$ cat src/rtl/pipeline_hazard_ctrl.sv
// Stall/flush sequencer for the 5-stage pipeline register banks and PC.
// Optional HAZARD_STATS_EN adds saturating hazard event counters.
module pipeline_hazard_ctrl #(
  parameter int MULT_LAT = 3,
  parameter int DIV_LAT  = 8,
  parameter int CNT_W    = 4
) (
  input  logic       clk,
  input  logic       rst_n,
  input  logic [4:0] ID_rs,
  input  logic [4:0] ID_rt,
  input  logic       ID_use_rs,
  input  logic       ID_use_rt,
  input  logic       EX_MemtoReg,
  input  logic       EX_RegWrite,
  input  logic [4:0] EX_WbRegNum,
  input  logic       EX_redirect,
  input  logic       EX_md_start,
  input  logic       EX_md_is_div,
  input  logic       WB_syscall_halt,
  input  logic       go,
  output logic       PC_EN,
  output logic       IFID_EN,
  output logic       IFID_CLR,
  output logic       IDEX_EN,
  output logic       IDEX_bb,
  output logic       IDEX_CLR,
  output logic       EXMEM_EN,
  output logic       EXMEM_bb,
  output logic       MEMWB_EN,
`ifdef HAZARD_STATS_EN
  output logic [31:0] stat_lu,
  output logic [31:0] stat_md,
  output logic [31:0] stat_fl,
`endif
  output logic       halted
);

  typedef enum logic [1:0] {
    RUN,
    MD_BUSY,
    HALT
  } state_t;

  localparam logic [CNT_W-1:0] MUL_INIT = CNT_W'(MULT_LAT - 1);
  localparam logic [CNT_W-1:0] DIV_INIT = CNT_W'(DIV_LAT - 1);

  state_t           state;
  state_t           state_nxt;
  logic [CNT_W-1:0] cnt;
  logic [CNT_W-1:0] cnt_nxt;

  logic in_run;
  logic in_halt;
  logic sys_halt;
  logic md_stall;
  logic rs_hit;
  logic rt_hit;
  logic load_use;
  logic act_md;
  logic act_fl;
  logic act_lu;

  assign in_run   = (state == RUN);
  assign in_halt  = (state == HALT);
  assign sys_halt = WB_syscall_halt & !in_halt;
  assign md_stall = (in_run & EX_md_start)
                  | ((state == MD_BUSY) & (cnt != '0));
  assign rs_hit   = ID_use_rs & (ID_rs == EX_WbRegNum);
  assign rt_hit   = ID_use_rt & (ID_rt == EX_WbRegNum);
  assign load_use = in_run & EX_MemtoReg & EX_RegWrite
                  & (EX_WbRegNum != 5'd0) & (rs_hit | rt_hit);

  // which hazard actually owns the bank controls this cycle
  assign act_md = rst_n & !in_halt & !sys_halt & md_stall;
  assign act_fl = rst_n & !in_halt & !sys_halt & !md_stall
                & EX_redirect;
  assign act_lu = rst_n & !in_halt & !sys_halt & !md_stall
                & !EX_redirect & load_use;

  // state and busy counter register
  always_ff @(posedge clk or negedge rst_n) begin
    if (!rst_n) begin
      state <= RUN;
      cnt   <= '0;
    end else begin
      state <= state_nxt;
      cnt   <= cnt_nxt;
    end
  end

  // next state and busy countdown
  always_comb begin
    state_nxt = state;
    cnt_nxt   = cnt;
    unique case (state)
      RUN: begin
        if (WB_syscall_halt) begin
          state_nxt = HALT;
          cnt_nxt   = '0;
        end else if (EX_md_start) begin
          state_nxt = MD_BUSY;
          cnt_nxt   = EX_md_is_div ? DIV_INIT : MUL_INIT;
        end
      end
      MD_BUSY: begin
        if (WB_syscall_halt) begin
          state_nxt = HALT;
          cnt_nxt   = '0;
        end else if (cnt != '0) begin
          cnt_nxt = cnt - 1'b1;
        end else begin
          state_nxt = RUN;
        end
      end
      HALT: begin
        if (go) state_nxt = RUN;
      end
      default: begin
        state_nxt = RUN;
        cnt_nxt   = '0;
      end
    endcase
  end

  // bank controls by hazard priority; reset forces free-run values
  always_comb begin
    PC_EN    = 1'b1;
    IFID_EN  = 1'b1;
    IFID_CLR = 1'b0;
    IDEX_EN  = 1'b1;
    IDEX_bb  = 1'b0;
    IDEX_CLR = 1'b0;
    EXMEM_EN = 1'b1;
    EXMEM_bb = 1'b0;
    MEMWB_EN = 1'b1;
    halted   = 1'b0;
    if (!rst_n) begin
      halted = 1'b0;
    end else if (in_halt || sys_halt) begin
      PC_EN    = 1'b0;
      IFID_EN  = 1'b0;
      IDEX_EN  = 1'b0;
      EXMEM_EN = 1'b0;
      MEMWB_EN = 1'b0;
      halted   = in_halt;
    end else if (md_stall) begin
      PC_EN    = 1'b0;
      IFID_EN  = 1'b0;
      IDEX_EN  = 1'b0;
      EXMEM_bb = 1'b1;
    end else if (EX_redirect) begin
      IFID_CLR = 1'b1;
      IDEX_CLR = 1'b1;
    end else if (load_use) begin
      PC_EN   = 1'b0;
      IFID_EN = 1'b0;
      IDEX_bb = 1'b1;
    end
  end

`ifdef HAZARD_STATS_EN
  // saturating counters of cycles each hazard controlled the pipe
  always_ff @(posedge clk or negedge rst_n) begin
    if (!rst_n) begin
      stat_lu <= '0;
      stat_md <= '0;
      stat_fl <= '0;
    end else begin
      if (act_lu && stat_lu != 32'hFFFF_FFFF) stat_lu <= stat_lu + 1;
      if (act_md && stat_md != 32'hFFFF_FFFF) stat_md <= stat_md + 1;
      if (act_fl && stat_fl != 32'hFFFF_FFFF) stat_fl <= stat_fl + 1;
    end
  end
`else
  logic unused_act;
  assign unused_act = act_md ^ act_fl ^ act_lu;
`endif

endmodule

$ cat config.mk
export PLATFORM = sky130hd
export DESIGN_NAME = pipeline_hazard_ctrl
export DESIGN_NICKNAME = d
export VERILOG_FILES = /design/src/rtl/pipeline_hazard_ctrl.sv
export SDC_FILE = /design/constraint.sdc
export NUM_CORES = 1
export LEC_CHECK = 0
export CORE_ASPECT_RATIO = 1.25
export CORE_MARGIN = 2
export CORE_UTILIZATION = 37
export DETAILED_ROUTE_END_ITERATION = 8
export GPL_TIMING_DRIVEN = 0
export HOLD_SLACK_MARGIN = 0.15
export PLACE_DENSITY = 0.79
export SYNTH_ARGS = -nofsm -noshare
export SYNTH_HDL_FRONTEND = slang
export SYNTH_SLANG_ARGS = --single-unit
$ cat constraint.sdc
create_clock -name clk -period 2.1 [get_ports clk]
set_input_delay 0.315 -clock clk [delete_from_list [all_inputs] [get_ports clk]]
set_output_delay 0.315 -clock clk [all_outputs]
set_load 0.005 [all_outputs]
==> metrics, run 1 <==
P_sw 215 uW; Post-Syn Area 614 sq um; Comb power frac 0.537; Async S/R FF share, synth 1.00; CP required 1.78 ns; Most Frequent Cell on Critical Path buf_4; VDD IR-drop max ~440 uV; Routed Antenna Nets 0; Congestion Overflow GR 0; gr usage total 0.214; DR iter-0 viols 7; Avg Inst Size Synth 8.53 sq um; CTS root buffer clkbuf_4; EDFF count, synth 0; Max Clk Rate ~480 MHz; critical path class input port to output port; top_reg_cell synth dfrtp_1; WL met2 around 1000 um; max layer used met4; # DRC 0; sequential fraction of design power 0.285; initial antenna violation count 0; final worst path period share 0.996; global-route wire length before repair a little over 3000 um; crit-path cells clkdlybuf4s50_1 -> xor2_1 -> nor4_2 -> a32oi_1 -> o31a_1 -> buf_4 -> buf_4; Netlist cell types 34; clock network power share 0.178; Worst-Skew Late Latency 0.25 ns; via count 701; RSZ-0062 raised after global routing yes; P per Cell Area 548 mW/mm^2; final std cells w/o fill 136; flop and latch count out of synthesis 6; layout cells sized above 1 0.305; Sw Share 0.355; FILL cells 120; worst r2r path cells 7; WP data arrival 1.78 ns; slowest CP cell clkdlybuf4s50_1; final hold vios 0; register area share after synthesis 0.244; TritonCTS Buffers 3; CP endpoint kind output port; vias in the first global route approximately 760; row cnt 16; CP Max Fanout 2; Placed Cells 125; wl on met1 between 600 and 700 um; Worst-path clk slew 0.05 ns; final core occ 0.709; DRT Pass-1 Iters 4; max-slew violation count 0; synth-to-layout area growth 80.2%; Yosys warnings 0; vias per cell about 5; leakage 0.000513 uW; CTS tree built; htree depth 1; largest net degree at the start of global routing 11; fin worst setup slack 0.00919 ns; post-place setup slack -0.694 ns; Syn Nets 100; WP depth 7; Sink Count 6; Initial Util 0.393; gpl congestion between 0.7 and 0.8; Top delay family on crit path buffers and inverters; crit-path max cell delay between 0.4 and 0.5 ns; Startpoint Class input port; min Tclk post-route 2.09 ns; post-DR wirelength/cell 14.1 um; die area 0.00200 sq mm; skew final 0.00380 ns; core area between 0.0015 and 0.002 sq mm; Die Ht slightly below 50 um; overall die width approximately 40 um; CP Buf/Inv Count 3; max cap viols 0; Worst Max-Slew Pin Slew 0.417 ns; status completed; Final setup violation count 0; Worst slew margin 0.721; IO Pins 36; Layout Nets 148; Post-Syn Instances 72; Port Buf Inserts 35; drt total wl 1920 um; clock buffer depth 2; Hold Path Stages 2; Int Power 391 uW; n_diodes 0; min-delay worst type register to register; metal3 WL 220 um; DP HPWL 1400 um
sequential cells by signal, summed over array words and instances (netlist names):
register / flops
cnt: 4
state: 2
per-layer routing:
layer / track usage / vias to the layer above
met4: 0.0778 / 0
li1: - / 347
met1: 0.196 / 320
met2: 0.405 / 32
met5: 0 / -
met3: 0.0541 / 2
path summary, 6_finish.rpt:
| kind | startpoint | end | slack, ns |
|---|---|---|---|
| hold reg to reg | cnt[1] | cnt[1] | 0.58 |
| max in group asynchronous | rst_n | state[0] | 1.19 |
| setup reg to reg | cnt[0] | cnt[3] | 0.29 |
| setup / recovery | ID_rt[2] | PC_EN | 0.009 |
| hold / removal | cnt[1] | cnt[1] | 0.58 |
| min in group asynchronous | rst_n | cnt[1] | 0.68 |
worst min-delay path: cells and delay by family (launching register included):
| kind | cells | cell delay [ns] |
|---|---|---|
| buffers and inverters | 1 | 0.07 |
| AO/OA/AOI/OAI | 1 | 0.15 |
| flip-flops | 1 | 0.33 |
cells in the mapped netlist (all sizes together) (2+ instances only):
cell type,number,area share
nand4,2,0.020
and2,4,0.041
nor2b,2,0.024
inv,4,0.024
nor2,5,0.035
buf,4,0.049
dfrtp,6,0.24
nor3,3,0.033
o211ai,2,0.024
nand2,4,0.024
o21ai,4,0.033
ha,2,0.041
xor2,8,0.11
nor4,4,0.051
xnor2,2,0.029
a21oi,3,0.024
cell usage in the layout, fill, tap and decap left out, types with 2 or more instances in the layout:
| cell | Yosys | final |
|---|---|---|
| nand2_1 | 4 | 4 |
| buf_4 | 4 | 12 |
| and2_1 | 3 | 2 |
| clkdlybuf4s50_1 | 0 | 15 |
| nor4_1 | 3 | 2 |
| nand4_1 | 2 | 2 |
| inv_1 | 4 | 3 |
| dfrtp_1 | 6 | 6 |
| dlymetal6s2s_1 | 0 | 6 |
| nor3_2 | 1 | 2 |
| buf_2 | 0 | 3 |
| a21oi_1 | 3 | 3 |
| dlygate4sd2_1 | 0 | 4 |
| nor2_2 | 1 | 3 |
| o21ai_0 | 4 | 3 |
| xor2_1 | 8 | 8 |
| nor4_2 | 1 | 2 |
| xnor2_1 | 2 | 2 |
| o211ai_1 | 2 | 2 |
| clkbuf_4 | 0 | 3 |
| clkdlybuf4s15_1 | 0 | 4 |
cell type report:
type	count	area, sq um	area share
Buffer	4	30.0	0.0271
Clock buffer	3	22.5	0.0203
Inverter	4	15.0	0.0136
Multi-Input combinational cell	58	465	0.420
Sequential cell	6	150	0.136
Tap cell	18	22.5	0.0203
Timing Repair Buffer	43	402	0.363
metrics by stage:
stage / power [uW] / hold WS [ns] / TNS [ns] / instance area (sq um)
CTS: 607 / 0.592 / -0.0837 / 1080
detailed placement: 458 / 0.577 / -2.72 / 987
global placement: 449 / 0.573 / -2.57 / 987
floorplan: 333 / 0.0194 / 0 / 614
finish: 607 / 0.585 / 0 / 1110
global route: 655 / 0.630 / -0.130 / 1110
power groups by stage:
stage	clock network, uW	registers [uW]	logic, uW
after floorplan	0	163	170
after detailed placement	0	171	286
final	108	173	326
after CTS	113	171	323
after global routing	118	176	361
after global placement	0	170	278
repair_timing:
item                       in CTS  in global routing
pin swaps                       7                  6
hold endpoints to repair        6                  0
gates cloned                    0                  0
gates resized for setup        37                 14
buffers inserted                7                  0
setup endpoints to repair       9                  8
hold buffers                    1                  0
kinds of logic (layout without fill, tap and decap cells):
family | count (synthesis) | after routing | synth area share
xor+xnor | 10 | 10 | 0.143
flops | 6 | 6 | 0.244
simple gates | 33 | 33 | 0.344
buf+inv | 8 | 54 | 0.0733
compound gates | 13 | 13 | 0.155
fa+ha+maj | 2 | 2 | 0.0407
Note: power is estimated with default switching activity, not from simulation.
==> run 2: changes to the inputs <==
- clock period: 2.1 -> 2.29 ns (I/O delays scaled with it)
==> run 2 against run 1 <==
Against the previous run:
- clock power is 8% lower
- critical path depth is 1 lower
- wire length is 1.6% lower
- register-to-register slack better by 0.14 ns
- final cell count is 0.74% lower
- first-iteration DRC count is 43% lower
- die area stayed put
- clock-buffer cell count stayed put
- clock skew hardly changed
- hold slack hardly changed
==> metrics, run 2 (synthesis gave the netlist of run 1 again) <==
Congestion Overflow GR 0 (unchanged); gpl congestion 0.781 (unchanged); # DRC 0 (unchanged); max cap viols 0 (unchanged); final worst path period share 0.963; min-delay worst type register to register; Final setup violation count 0 (unchanged); leading cell type in the layout, fill and taps excluded clkdlybuf4s50_1; max-slew violation count 0 (unchanged); Reg with most FFs cnt; max reg flops 4 (unchanged); min Tclk post-route 2.21 ns; Worst-Skew Late Latency 0.25 ns (about the same); Worst-path clk slew 0.05 ns (about the same); Reg2Reg Setup Slack 0.43 ns (+0.14 ns); initial antenna violation count 0 (unchanged); critical path class input port to output port; core area 0.00156 sq mm (unchanged); clock buffer depth 2 (unchanged); VDD IR-drop max 396 uV (-9.0%); WP data arrival 1.86 ns (+0.08 ns); hold slack 0.585 ns (-0.000171 ns); final core occ 0.703 (-0.00641); synth-to-layout area growth 78.6%; crit path from EX_md_start; status completed; Routed Antenna Nets 0 (unchanged); CTS root buffer clkbuf_4; DRT Pass-1 Iters 4 (unchanged); Port Buf Inserts 35 (unchanged); Initial Util 0.393 (unchanged); Layout Nets 147 (-0.68%); via count 710 (+1.3%); gr usage total 0.209 (-0.00431); DP HPWL 1400 um (unchanged); overall die width 40.4 um (unchanged); die area 0.00200 sq mm (unchanged); leakage 0.000506 uW (-1.2%); final hold vios 0 (unchanged); Worst Max-Slew Pin Slew 0.413 ns (-0.00361 ns); RSZ-0062 raised after global routing no; post-DR wirelength/cell 14.0 um (-0.84%); DR iter-0 viols 4 (-3); global-route wire length before repair 2970 um (-1.8%); TritonCTS Buffers 3 (unchanged); n_diodes 0 (unchanged); CP required 1.95 ns (+0.17 ns); largest net degree at the start of global routing 11 (unchanged); Die Ht 49.6 um (unchanged); layout cells sized above 1 0.231 (-0.0743); CP Max Fanout 4 (+2); htree depth 1 (unchanged); vias in the first global route 744 (-1.5%); TNS Setup 0 ns (unchanged); most frequent cells in the layout 16 x clkdlybuf4s50_1, 11 x buf_4, 11 x dlygate4sd2_1; CTS tree built; skew final 0.00341 ns (-0.000391 ns); worst r2r path cells 7 (unchanged); CP Capture Point IDEX_bb; row cnt 16 (unchanged); Startpoint Class input port; R2R Path End cnt[3]; Sink Count 6 (unchanged); Max Clk Rate 453 MHz; vias per cell 5.26 (+2.0%); CP endpoint kind output port; IO Pins 36 (unchanged); Regs by FF count cnt x4, state x2; Reg-to-Reg Start cnt[0]; P per Cell Area 499 mW/mm^2 (-8.9%); Worst slew margin 0.724 (+0.00241); drt total wl 1890 um (-1.6%); FILL cells 124 (+3.3%)
[run 2: changes by cell type in the layout (fill, tap and decap cells not counted), sizes merged]
cell and change:
clkbuf -1, clkdlybuf4s15 -3, clkdlybuf4s50 +1, buf -4
dlymetal6s2s -1, dlygate4sd2 +7
[run 2: layout make-up]
| cell class | instances | area, sq um | share of cell area |
|---|---|---|---|
| buffer | 4 | 30.0 | 0.0274 |
| clock buffer | 3 | 22.5 | 0.0205 |
| inverter | 4 | 15.0 | 0.0137 |
| multi-input combinational | 58 | 455 | 0.415 |
| sequential | 6 | 150 | 0.137 |
| tap | 18 | 22.5 | 0.0205 |
| timing repair buffer | 42 | 402 | 0.366 |
[run 2: through the flow]
step,cell area (sq um),total power [uW],setup WS [ns],cells
after CTS,1080,548,0.0290,135
final,1100,548,0.0836,135
after floorplan,614,306,0.430,72
after global placement,987,411,-0.534,125
after detailed placement,987,420,-0.561,125
after global routing,1100,590,0.00935,135
[run 2: worst min-delay path by stage]
stage           start  endpoint  slack [ns]  depth (start not counted)
6_report       cnt[1]    cnt[1]        0.58                          2
5_1_grt        cnt[1]    cnt[1]        0.63                          2
4_1_cts        cnt[1]    cnt[1]        0.59                          2
3_5_place_dp   cnt[1]    cnt[1]        0.58                          2
3_3_place_gp   cnt[1]    cnt[1]        0.57                          2
2_1_floorplan   rst_n    cnt[0]        0.05                          0
[run 2: critical path: stages]
cell and delay, ns:
clkdlybuf4s50_1 0.47, nor3_1 0.28, o31ai_4 0.11, buf_4 0.15, nor4_1 0.24, dlygate4sd2_1 0.27
[run 2: report_power, final]
group	switching, uW	internal [uW]	leakage (uW)	total [uW]
registers	25.0	133	0.0000780	158
clock network	40.3	59.4	0.0000138	99.7
logic	130	160	0.000414	290
total	195	353	0.000506	548
[run 2: repair_timing]
| item | CTS | global route |
|---|---|---|
| cloned | 0 | 0 |
| buffers inserted | 6 | 0 |
| hold buffers | 1 | 0 |
| endpoints found under the setup margin | 7 | 4 |
| resized for setup | 24 | 7 |
| endpoints found under the hold margin | 6 | 0 |
| pin swaps | 7 | 5 |
[run 2: per-layer routing]
layer	vias to the layer above	share of wire	track usage
met2	37	0.54	0.405
li1	346	-	-
met3	3	0.12	0.0495
met5	-	0	0
met4	0	0.0090	0.0667
met1	324	0.33	0.190
==> run 3: changes to the inputs <==
- CELL_PAD_IN_SITES_DETAIL_PLACEMENT: unset -> 2
- CELL_PAD_IN_SITES_GLOBAL_PLACEMENT: unset -> 2
- CORE_UTILIZATION: 37 -> 19
- PLACE_DENSITY: 0.79 -> 0.78
==> run 3 against run 2 <==
Against the previous run:
- die area increased by 85%
- flip-flop and latch count unchanged
- hold slack worse by 0.020 ns
- register-to-register slack is essentially flat
- power increased by 15%
- fmax decreased by 0.78%
- worst setup slack worse by 0.017 ns
- via count grew 4.9%
- wire length increased by 36%
- sequential share of layout area decreased by 0.60 points
- clock power is 65% higher
==> metrics, run 3 (synthesis gave the netlist of run 1 again) <==
Most Frequent Cell on Critical Path buf_4; skew final 0.00524 ns (+0.00183 ns); layout cells sized above 1 0.282 (+0.0513); DP Area 0.00101 sq mm (+2.4%); Worst-Skew Late Latency 0.23 ns (-0.02 ns); DR iter-0 viols 2 (-2); max cap viols 0 (unchanged); WP data arrival 1.88 ns (+0.02 ns); die area 0.00371 sq mm (+85%); gpl congestion 0.711 (-9.0%); htree depth 1 (unchanged); critical path class input port to output port; CP required 1.95 ns (about the same); TritonCTS Buffers 3 (unchanged); core area 0.00314 sq mm (+100%); via count 745 (+4.9%); DP HPWL 1990 um (+42%); crit-path max cell delay 0.31 ns (-0.16 ns); fin worst setup slack 0.0663 ns (-0.0173 ns); gr usage total 0.147 (-0.0621); Port Buf Inserts 35 (unchanged); hold slack 0.565 ns (-0.0201 ns); Max Clk Rate 450 MHz (-0.78%); post-place setup slack -0.620 ns (-0.0595 ns); Final Cell Area 0.00115 sq mm (+4.6%); row cnt 23 (+7); Worst-path clk slew 0.04 ns (about the same); Startpoint Class input port; Reg with most FFs cnt; min Tclk post-route 2.22 ns (+0.0173 ns); Final setup violation count 0 (unchanged); FILL cells 370 (+200%); drt total wl 2560 um (+36%); Die Ht 67.6 um (+36%); final core occ 0.366 (-0.337); # DRC 0 (unchanged); leading cell type in the layout, fill and taps excluded clkdlybuf4s50_1; status completed; clock buffer depth 2 (unchanged); Initial Util 0.196 (-0.198); max-slew violation count 0 (unchanged); Routed Antenna Nets 0 (unchanged); max reg flops 4 (unchanged); P per Cell Area 550 mW/mm^2 (+10%); CP Max Fanout 3 (-1); Regs by FF count cnt x4, state x2; Layout Nets 147 (unchanged); IO Pins 36 (unchanged); final worst path period share 0.971 (+0.00755); RSZ-0062 raised after global routing yes; min-delay worst type input port to register; global-route wire length before repair 3800 um (+28%); vias in the first global route 823 (+11%); crit-path cells clkdlybuf4s15_1 -> xor2_2 -> nor4_2 -> a32oi_1 -> o31a_1 -> buf_4 -> buf_4; VDD IR-drop max 293 uV (-26%); Sink Count 6 (unchanged); most frequent cells in the layout 16 x clkdlybuf4s50_1, 11 x buf_4, 9 x dlygate4sd2_1; vias per cell 4.84 (-8.0%); initial antenna violation count 0 (unchanged); Worst slew margin 0.720 (-0.00406); Worst Max-Slew Pin Slew 0.419 ns (+0.00607 ns); CTS root buffer clkbuf_8; largest net degree at the start of global routing 13 (+2); leakage 0.000516 uW (+1.9%); Top delay family on crit path buffers and inverters; CP Buf/Inv Count 3 (unchanged); synth-to-layout area growth 86.8%; post-DR wirelength/cell 16.6 um (+19%); Congestion Overflow GR 0 (unchanged); n_diodes 0 (unchanged); DRT Pass-1 Iters 2 (-2); CP endpoint kind output port; overall die width 54.9 um (+36%); CTS tree built; slowest CP cell nor4_2; final hold vios 0 (unchanged)
run 3: through the flow:
stage | instances | total power [uW] | setup TNS [ns]
6_report | 154 | 631 | 0
5_1_grt | 154 | 683 | -0.0419
4_1_cts | 150 | 626 | 0
3_5_place_dp | 144 | 438 | -2.12
3_3_place_gp | 144 | 417 | -1.81
2_1_floorplan | 72 | 306 | 0
run 3: worst register-to-register path, stage by stage (launching register included):
cell and delay, ns:
dfrtp_1 0.35, inv_2 0.06, ha_2 0.18, and4bb_4 0.21, buf_4 0.14, a211oi_4 0.40
a21oi_1 0.14, nor4_2 0.28
run 3: routing by layer:
layer / wire length, um / global-route usage / vias to the layer above
met2: 1490 / 0.296 / 34
met1: 796 / 0.123 / 360
li1: - / - / 347
met3: 242 / 0.0442 / 4
met4: 36 / 0.0656 / 0
met5: 0 / 0 / -
run 3: final timing paths:
kind | startpoint | end | slack [ns] | depth (start not counted)
setup / recovery | EX_WbRegNum[1] | PC_EN | 0.07 | 7
hold / removal | WB_syscall_halt | state[0] | 0.56 | 4
setup reg to reg | cnt[0] | cnt[3] | 0.42 | 7
hold reg to reg | cnt[0] | cnt[0] | 0.62 | 2
max in group asynchronous | rst_n | cnt[3] | 1.41 | 2
min in group asynchronous | rst_n | state[1] | 0.64 | 2
run 3: cell type report:
cell class	instances	area (sq um)	share of cell area
plain buffers	4	30.0	0.0262
well taps	37	46.3	0.0403
inverters	4	15.0	0.0131
clock buffers	3	41.3	0.0360
repair buffers	42	389	0.339
flip-flops and latches	6	150	0.131
multi-input cells	58	475	0.414
run 3: power by group:
| part | switching (uW) | internal, uW |
|---|---|---|
| Clock | 52.0 | 113 |
| Sequential | 25.0 | 133 |
| Combinational | 143 | 164 |
| Total | 220 | 411 |
run 3: timing repair:
action | in CTS | in global routing
resized for setup | 26 | 16
hold buffers | 0 | 1
endpoints found under the hold margin | 0 | 6
pin swaps | 6 | 4
buffers inserted | 3 | 3
setup endpoints to repair | 8 | 5
